[src/rtl/multi_debounce.sv]
`default_nettype none
// ============================================================================
// Module   : multi_debounce
// Brief    : Per-channel synchroniser, restart-on-glitch debouncer with
//            rise/fall event pulses and a long-press hold flag.
// Revision : 1.0 - initial release
// ============================================================================
module multi_debounce #(
  parameter int   CH          = 4,
  parameter int   DELAY       = 100000,
  parameter int   CNT_W       = 20,
  parameter int   SYNC_STAGES = 2,
  parameter logic RST_VAL     = 1'b0,
  parameter int   HOLD        = 50000000,
  parameter int   HOLD_W      = 32
) (
  input  logic          sys_clk,
  input  logic          sys_rst_n,
  input  logic [CH-1:0] din,
  output logic [CH-1:0] dout,
  output logic [CH-1:0] rise,
  output logic [CH-1:0] fall,
  output logic [CH-1:0] hold,
  output logic [CH-1:0] busy
);

  typedef enum logic {
    ST_IDLE  = 1'b0,
    ST_CHECK = 1'b1
  } state_t;

  localparam logic [CNT_W-1:0]  c_cnt_last = CNT_W'(DELAY - 1);
  localparam logic [HOLD_W-1:0] c_hold_max = HOLD_W'(HOLD);

  for (genvar i = 0; i < CH; i++) begin : g_ch
    logic [SYNC_STAGES-1:0] r_sync;
    logic                   w_s;
    state_t                 r_state;
    state_t                 w_state_nxt;
    logic [CNT_W-1:0]       r_cnt;
    logic [CNT_W-1:0]       w_cnt_nxt;
    logic                   r_dout;
    logic                   w_dout_nxt;
    logic                   r_rise;
    logic                   w_rise_nxt;
    logic                   r_fall;
    logic                   w_fall_nxt;
    logic [HOLD_W-1:0]      r_hcnt;

    always_ff @(posedge sys_clk or negedge sys_rst_n) begin
      if (!sys_rst_n) begin
        r_sync <= {SYNC_STAGES{RST_VAL}};
      end else begin
        r_sync <= {r_sync[SYNC_STAGES-2:0], din[i]};
      end
    end

    assign w_s = r_sync[SYNC_STAGES-1];

    always_ff @(posedge sys_clk or negedge sys_rst_n) begin
      if (!sys_rst_n) begin
        r_state <= ST_IDLE;
        r_cnt   <= '0;
        r_dout  <= RST_VAL;
        r_rise  <= 1'b0;
        r_fall  <= 1'b0;
      end else begin
        r_state <= w_state_nxt;
        r_cnt   <= w_cnt_nxt;
        r_dout  <= w_dout_nxt;
        r_rise  <= w_rise_nxt;
        r_fall  <= w_fall_nxt;
      end
    end

    // Any return to the accepted level while checking restarts the window.
    always_comb begin
      w_state_nxt = r_state;
      w_cnt_nxt   = '0;
      w_dout_nxt  = r_dout;
      w_rise_nxt  = 1'b0;
      w_fall_nxt  = 1'b0;
      case (r_state)
        ST_IDLE: begin
          if (w_s != r_dout) begin
            w_state_nxt = ST_CHECK;
          end
        end
        ST_CHECK: begin
          if (w_s == r_dout) begin
            w_state_nxt = ST_IDLE;
          end else if (r_cnt == c_cnt_last) begin
            w_state_nxt = ST_IDLE;
            w_dout_nxt  = w_s;
            w_rise_nxt  = w_s;
            w_fall_nxt  = ~w_s;
          end else begin
            w_cnt_nxt = r_cnt + 1'b1;
          end
        end
        default: begin
          w_state_nxt = ST_IDLE;
        end
      endcase
    end

    // Clearing on the next dout value lets hold drop in the same cycle dout falls.
    always_ff @(posedge sys_clk or negedge sys_rst_n) begin
      if (!sys_rst_n) begin
        r_hcnt <= '0;
      end else if (!w_dout_nxt) begin
        r_hcnt <= '0;
      end else if (r_dout && (r_hcnt != c_hold_max)) begin
        r_hcnt <= r_hcnt + 1'b1;
      end
    end

    assign dout[i] = r_dout;
    assign rise[i] = r_rise;
    assign fall[i] = r_fall;
    assign hold[i] = (r_hcnt == c_hold_max);
    assign busy[i] = (r_state == ST_CHECK);
  end

endmodule
`default_nettype wire
[config.mk]
export PLATFORM = sky130hd
export DESIGN_NAME = multi_debounce
export DESIGN_NICKNAME = d
export VERILOG_FILES = /design/src/rtl/multi_debounce.sv
export SDC_FILE = /design/constraint.sdc
export NUM_CORES = 1
export LEC_CHECK = 0
export BUFFER_PORTS_ARGS = -buffer_cell sky130_fd_sc_hd__buf_4
export CAP_MARGIN = 0
export CORE_UTILIZATION = 30
export CTS_CLUSTER_SIZE = 20
export DETAILED_ROUTE_END_ITERATION = 12
export REMOVE_ABC_BUFFERS = 1
export SLEW_MARGIN = 20
export SYNTH_ARGS = -nofsm -noshare
export SYNTH_HDL_FRONTEND = slang
export SYNTH_SLANG_ARGS = --single-unit
[constraint.sdc]
create_clock -name sys_clk -period 2.56 [get_ports sys_clk]
set_clock_uncertainty 0.2 [all_clocks]
set_input_delay 0.128 -clock sys_clk [delete_from_list [all_inputs] [get_ports sys_clk]]
set_output_delay 0.128 -clock sys_clk [all_outputs]
set_load 0.05 [all_outputs]
After elaboration in Yosys (flattened, before gate mapping)
Index checks and enable logic that the tools add are counted.
{"block": "classes", "add_sub_neg": 8, "n_eq_ne": 24, "n_mux": 72, "n_bitwise": 8, "reduce_logical": 4}
{"op": "32-bit 2-to-1 mux", "n": 8}
{"op": "20-bit 2-to-1 mux", "n": 12}
{"op": "32-bit by 1-bit adder with 32-bit output, second input constant", "n": 4}
{"op": "32-bit by 26-bit equality test with 1-bit output, second input constant", "n": 4}
{"op": "32-bit by 26-bit != test with 1-bit output, second input constant", "n": 4}
{"op": "20-bit by 1-bit adder with 20-bit output, second input constant", "n": 4}
{"op": "20-bit by 17-bit equality test with 1-bit output, second input constant", "n": 4}
{"op": "1-bit 2-to-1 mux", "n": 48}
{"op": "2-bit by 1-bit != test with 1-bit output, second input constant", "n": 4}
{"op": "1-bit inverter", "n": 8}
{"op": "1-bit case mux with 2 select lines", "n": 4}
{"op": "1-bit equality test", "n": 4}
{"op": "1-bit logical AND", "n": 4}
{"op": "1-bit != test", "n": 4}
{"block": "word_totals", "register_bits": 232}

Longest topological paths before layout
{"block": "depth", "ltp_word": 5, "mapped_depth": 7}

Worst setup path before layout
OpenSTA, ideal clock, no wires.
{"block": "synth_path", "path_kind": "register -> register", "start": "register g_ch[3].r_hcnt[11]", "end": "register g_ch[3].r_hcnt[15]", "setup_time_ns": 0.086, "arrival_ns": 2.710, "t_required_ns": 2.274, "path_slack_ns": -0.436, "stages_incl_launch_ff": 7, "period_less_slack_ns": 2.996, "cell_sequence": "dfrtp_1 > clkbuf_1 > nor4b_1 > nand4_1 > nor3_1 > and3b_1 > nor3_1"}
{"block": "synth_via", "elab_chain_len": 3, "word_cells_on_any_way": 6, "cone_classes": "1 x add/sub; 2 x eq/ne; 2 x mux; 1 x reduce/logical"}
{"item": "start: declaration", "line_no": "48", "text": "logic [HOLD_W-1:0] r_hcnt;"}
{"item": "start signal: assignment", "line_no": "114", "text": "r_hcnt <= r_hcnt + 1'b1;"}
{"item": "32-bit by 1-bit adder with 32-bit output or 32-bit by 26-bit != test with 1-bit output (tied branches)", "line_no": "114, 113"}
{"item": "32-bit 2-to-1 mux or 1-bit logical AND (tied branches)", "line_no": "113", "text": "end else if (r_dout && (r_hcnt != c_hold_max)) begin"}
{"item": "32-bit 2-to-1 mux or 2-bit by 1-bit != test with 1-bit output (tied branches)"}
Parallel ways exist; a longest one is shown, timed or not. The select of a mux whose other input is x is not followed.
A chain may end at the register's enable or synchronous reset.

Worst setup path after layout
{"block": "layout_path", "start": "register g_ch[1].r_hcnt[9]", "end": "output port hold[1]"}
{"block": "layout_via", "elab_chain_len": 1}
{"item": "start: declaration", "line_no": "48"}
{"item": "start signal: assignment", "line_no": "114"}
{"item": "32-bit by 26-bit equality test with 1-bit output", "line_no": "121", "text": "assign hold[i] = (r_hcnt == c_hold_max);"}
{"item": "end: declaration", "line_no": "23", "text": "output logic [CH-1:0] hold,"}
No other way between the ends.

==> impl_metrics.prom <==
# TYPE chip_impl_metric gauge
chip_impl_info{name="run_status",value="complete, but fails checks"} 1
chip_impl_info{name="violations_in_the_final_reports",value="setup timing"} 1
chip_impl_metric{name="io_pins",unit=""} 26
chip_impl_metric{name="placement_row_count",unit=""} 72
chip_impl_metric{name="drt_iter0_drc",unit=""} 514
chip_impl_metric{name="cp.required",unit="ns"} 2.23
chip_impl_metric{name="htree_num_levels",unit=""} 1
chip_impl_info{name="end_kind",value="output port"} 1
chip_impl_metric{name="gpl.final_weighted_congestion",unit=""} 0.798
chip_impl_metric{name="final_antenna_net_count",unit=""} 0
chip_impl_metric{name="grt_start_max_net_pins",unit=""} 75
chip_impl_info{name="crit_path_start_kind",value="register"} 1
chip_impl_metric{name="place.port_buffers",unit=""} 25
chip_impl_metric{name="share_seq_of_total_power",unit="%"} 45.5
chip_impl_metric{name="dr_total_vias",unit=""} 8777
chip_impl_info{name="clk_root_buffer_cell",value="clkbuf_16"} 1
chip_impl_metric{name="path_clk_slew",unit="ns"} 0.06
chip_impl_metric{name="max_frequency",unit="MHz"} 390
chip_impl_metric{name="r2r_setup_slack",unit="ns"} 0.14
chip_impl_metric{name="start_util",unit="%"} 30.4
chip_impl_metric{name="grt_antenna_before_repair",unit=""} 0
chip_impl_metric{name="ff2ff_path_depth",unit=""} 6
chip_impl_metric{name="firstDrtPassIters",unit=""} 7
chip_impl_metric{name="tightest_slew",unit="ns"} 0.567
chip_impl_info{name="rsz_0062_raised_after_global_routing",value="yes"} 1
chip_impl_metric{name="drt_via_density",unit=""} 4.85
chip_impl_info{name="r2r-start",value="g_ch[1].r_hcnt[9]$_DFFE_PN0P_"} 1
chip_impl_metric{name="remaining_drc_errors",unit=""} 0
chip_impl_metric{name="drt-total-wl",unit="µm"} 24200
chip_impl_info{name="layout_commonest_cell",value="dfrtp_1"} 1
chip_impl_info{name="r2r_end",value="g_ch[1].r_hcnt[1]$_DFFE_PN0P_"} 1
chip_impl_metric{name="syn-mean-instance-area",unit="µm²"} 9.60
chip_impl_metric{name="detailedPlacementHpwl",unit="µm"} 15800
chip_impl_metric{name="worst_slack",unit="ns"} -0.00286
chip_impl_metric{name="share_comb_of_total_power",unit="%"} 1.9
chip_impl_metric{name="clkPwrFrac",unit="%"} 52.6
chip_impl_metric{name="fin_hold_ws",unit="ns"} 0.0385
chip_impl_metric{name="intPower",unit="mW"} 6.46
chip_impl_metric{name="drv.max_cap_violation_count",unit=""} 0
chip_impl_metric{name="period_minus_slack",unit="ns"} 2.56
chip_impl_info{name="critPathKind",value="reg -> out"} 1
chip_impl_info{name="clock_tree_from_tritoncts",value="yes"} 1
chip_impl_metric{name="final-max-slew-violation-count",unit=""} 0
chip_impl_metric{name="grt.total_usage",unit="%"} 12.2
chip_impl_metric{name="cellLeakagePower",unit="nW"} 5.34
chip_impl_metric{name="first_global_vias",unit=""} 8660
chip_impl_metric{name="areaGrowthSynthToFinish",unit="%"} 18.0
chip_impl_metric{name="grt-ovfl-total",unit=""} 0
chip_impl_metric{name="fp.dieH",unit="µm"} 200
chip_impl_metric{name="critPathMaxFanout",unit=""} 2
chip_impl_metric{name="swShare",unit="%"} 20.6
chip_impl_metric{name="powerDensity",unit="nW/µm²"} 585
chip_impl_info{name="critPathCapture",value="hold[1]"} 1
chip_impl_metric{name="routedWlPerCell",unit="µm"} 13.4
chip_impl_metric{name="synth-seq-cells",unit=""} 232
chip_impl_metric{name="chipWidth",unit="µm"} 200
chip_impl_metric{name="maximum_vdd_drop",unit="V"} 0.000435
chip_impl_metric{name="yosysWarningCount",unit=""} 0
chip_impl_metric{name="critical_path_arrival",unit="ns"} 2.23
chip_impl_metric{name="fp.dieArea",unit="µm²"} 40100
chip_impl_metric{name="syn-cell-area",unit="µm²"} 11800
chip_impl_metric{name="clock-sinks",unit=""} 232
chip_impl_metric{name="design.final.nets",unit=""} 1287
chip_impl_metric{name="slew_headroom",unit="%"} 61.8
chip_impl_metric{name="synthArstFlopShare",unit="%"} 100
chip_impl_metric{name="max-clock-path-buffers",unit=""} 3
chip_impl_metric{name="p_sw",unit="mW"} 1.67
chip_impl_metric{name="insertedDiodeCount",unit=""} 0
chip_impl_metric{name="layout.filler_cells",unit=""} 3912
chip_impl_metric{name="ys_types",unit=""} 55
chip_impl_metric{name="cts-buffers-inserted",unit=""} 28
chip_impl_metric{name="synth-seq-area-share",unit="%"} 49.3
chip_impl_info{name="layout.cells.most_common_list",value="232 x dfrtp_1, 217 x nor2_1, 96 x xor2_1, 95 x nand4_1, 76 x xnor2_1"} 1
chip_impl_info{name="min-delay-path-class",value="in -> reg"} 1
chip_impl_metric{name="totalPowerFinal",unit="mW"} 8.13
chip_impl_metric{name="post_synth_inst_count",unit=""} 1228
chip_impl_metric{name="grt_first_pass_wirelength",unit="µm"} 42200
chip_impl_metric{name="drive_gt1_share",unit="%"} 11.8
chip_impl_metric{name="synth_enable_flop_cells",unit=""} 0
chip_impl_metric{name="min_period_over_period",unit="%"} 100
chip_impl_info{name="ys.flop_type",value="dfrtp_1"} 1
chip_impl_metric{name="finalSetupViolCount",unit=""} 1
chip_impl_info{name="cp-startpoint",value="g_ch[1].r_hcnt[9]$_DFFE_PN0P_"} 1
chip_impl_metric{name="clock_latency",unit="ns"} 0.53
chip_impl_metric{name="finalHoldViolations",unit=""} 0
chip_impl_metric{name="core_area",unit="µm²"} 38700
## Yosys cell counts, types with 5 or more instances
cell,n,share of area (%)
clkbuf_1,30,0.96
nand3_1,59,2.5
and2_1,12,0.64
nand2_1,73,2.3
nand4_1,95,5.0
buf_4,16,1.0
nor3b_1,8,0.51
a21oi_1,25,1.1
buf_2,14,0.59
xor2_1,96,7.1
or3_1,15,0.80
dfrtp_1,232,49
and3_1,20,1.1
xnor2_1,76,5.6
nor3_1,32,1.4
ha_1,12,1.3
nor4_1,42,2.2
inv_1,33,1.1
nor4b_1,9,0.67
mux2i_1,7,0.59
or4_1,13,0.83
and4_1,18,1.3
nor4bb_1,5,0.42
o21ai_0,13,0.55
o31ai_1,10,0.64
nor2_1,219,7.0
## metal layers
metal / global-route usage [%] / up-vias / share of wire (%)
met2: 20.5 / 115 / 47
li1: - / 4371 / -
met1: 16.4 / 4259 / 48
met5: 0 / - / 0
met3: 1.64 / 32 / 3.0
met4: 3.05 / 0 / 1.8
## power by group through the flow
| stage | sequential [mW] | clock [mW] | combinational [mW] |
|---|---|---|---|
| floorplan | 3.77 | 0 | 0.0294 |
| global placement | 3.76 | 0 | 0.153 |
| detailed placement | 3.76 | 0 | 0.155 |
| CTS | 3.70 | 4.41 | 0.167 |
| global route | 3.70 | 4.56 | 0.183 |
| finish | 3.70 | 4.27 | 0.158 |
## cell type report
type | count | area, µm² | area share, %
Inverter | 34 | 128 | 0.918
Tap cell | 518 | 648 | 4.66
Clock buffer | 37 | 816 | 5.87
Sequential cell | 232 | 5810 | 41.8
Multi-Input combinational cell | 900 | 5620 | 40.4
Timing Repair Buffer | 73 | 686 | 4.93
Clock inverter | 14 | 201 | 1.45
## sequential cells by signal, summed over array words and instances (netlist names)
name	flops
g_ch.r_cnt	80
g_ch.r_dout	4
g_ch.r_fall	4
g_ch.r_hcnt	128
g_ch.r_rise	4
g_ch.r_state	4
g_ch.r_sync	8
## critical path: stages (launching register included)
cell and delay, ns:
dfrtp_1 0.37, or4_1 0.51, or4_4 0.54, nor2_4 0.11, buf_6 0.17
## timing repair
action / 4_1_cts / 5_1_grt
resized for setup: 9 / 8
buffers inserted: 9 / 3
hold buffers: 7 / 0
hold endpoints to repair: 236 / 0
endpoints found under the setup margin: 3 / 8
pin swaps: 4 / 5
## worst min path at each step
| stage | startpoint | to | slack (ns) | cells after the start |
|---|---|---|---|---|
| floorplan | sys_rst_n | g_ch[0].r_cnt[0]$_DFF_PN0_ | -0.37 | 0 |
| global placement | sys_rst_n | g_ch[1].r_sync[0]$_DFF_PN0_ | -0.17 | 1 |
| detailed placement | sys_rst_n | g_ch[1].r_hcnt[1]$_DFFE_PN0P_ | -0.17 | 1 |
| CTS | din[3] | g_ch[3].r_sync[0]$_DFF_PN0_ | 0.01 | 2 |
| global route | din[0] | g_ch[0].r_sync[0]$_DFF_PN0_ | 0.02 | 2 |
| finish | din[3] | g_ch[3].r_sync[0]$_DFF_PN0_ | 0.04 | 2 |
## stage by stage
stage,instances,instance area (µm²),utilization (%),worst slack [ns],setup TNS [ns]
3_3_place_gp,1738,12600,32.6,0.203,0
4_1_cts,1805,13800,35.7,-0.0474,-0.0930
6_report,1808,13900,35.9,-0.00286,-0.00286
3_5_place_dp,1738,12600,32.6,0.133,0
5_1_grt,1808,13900,35.9,-0.0733,-0.0897
2_1_floorplan,1166,11500,-,-0.638,-46.35
## kinds of logic (layout without fill, tap and decap cells)
family | Yosys count | after routing | share of synthesized area [%]
and+or+nand+nor | 650 | 650 | 29.1
DFF | 232 | 232 | 49.3
xor gates and xnor gates | 172 | 172 | 12.8
buffers and inverters | 96 | 158 | 3.72
AOI/OAI and AO/OA | 58 | 58 | 3.19
adders and majority gates | 12 | 12 | 1.27
muxes | 8 | 8 | 0.711
No activity file was read; power rests on OpenSTA's default activity.
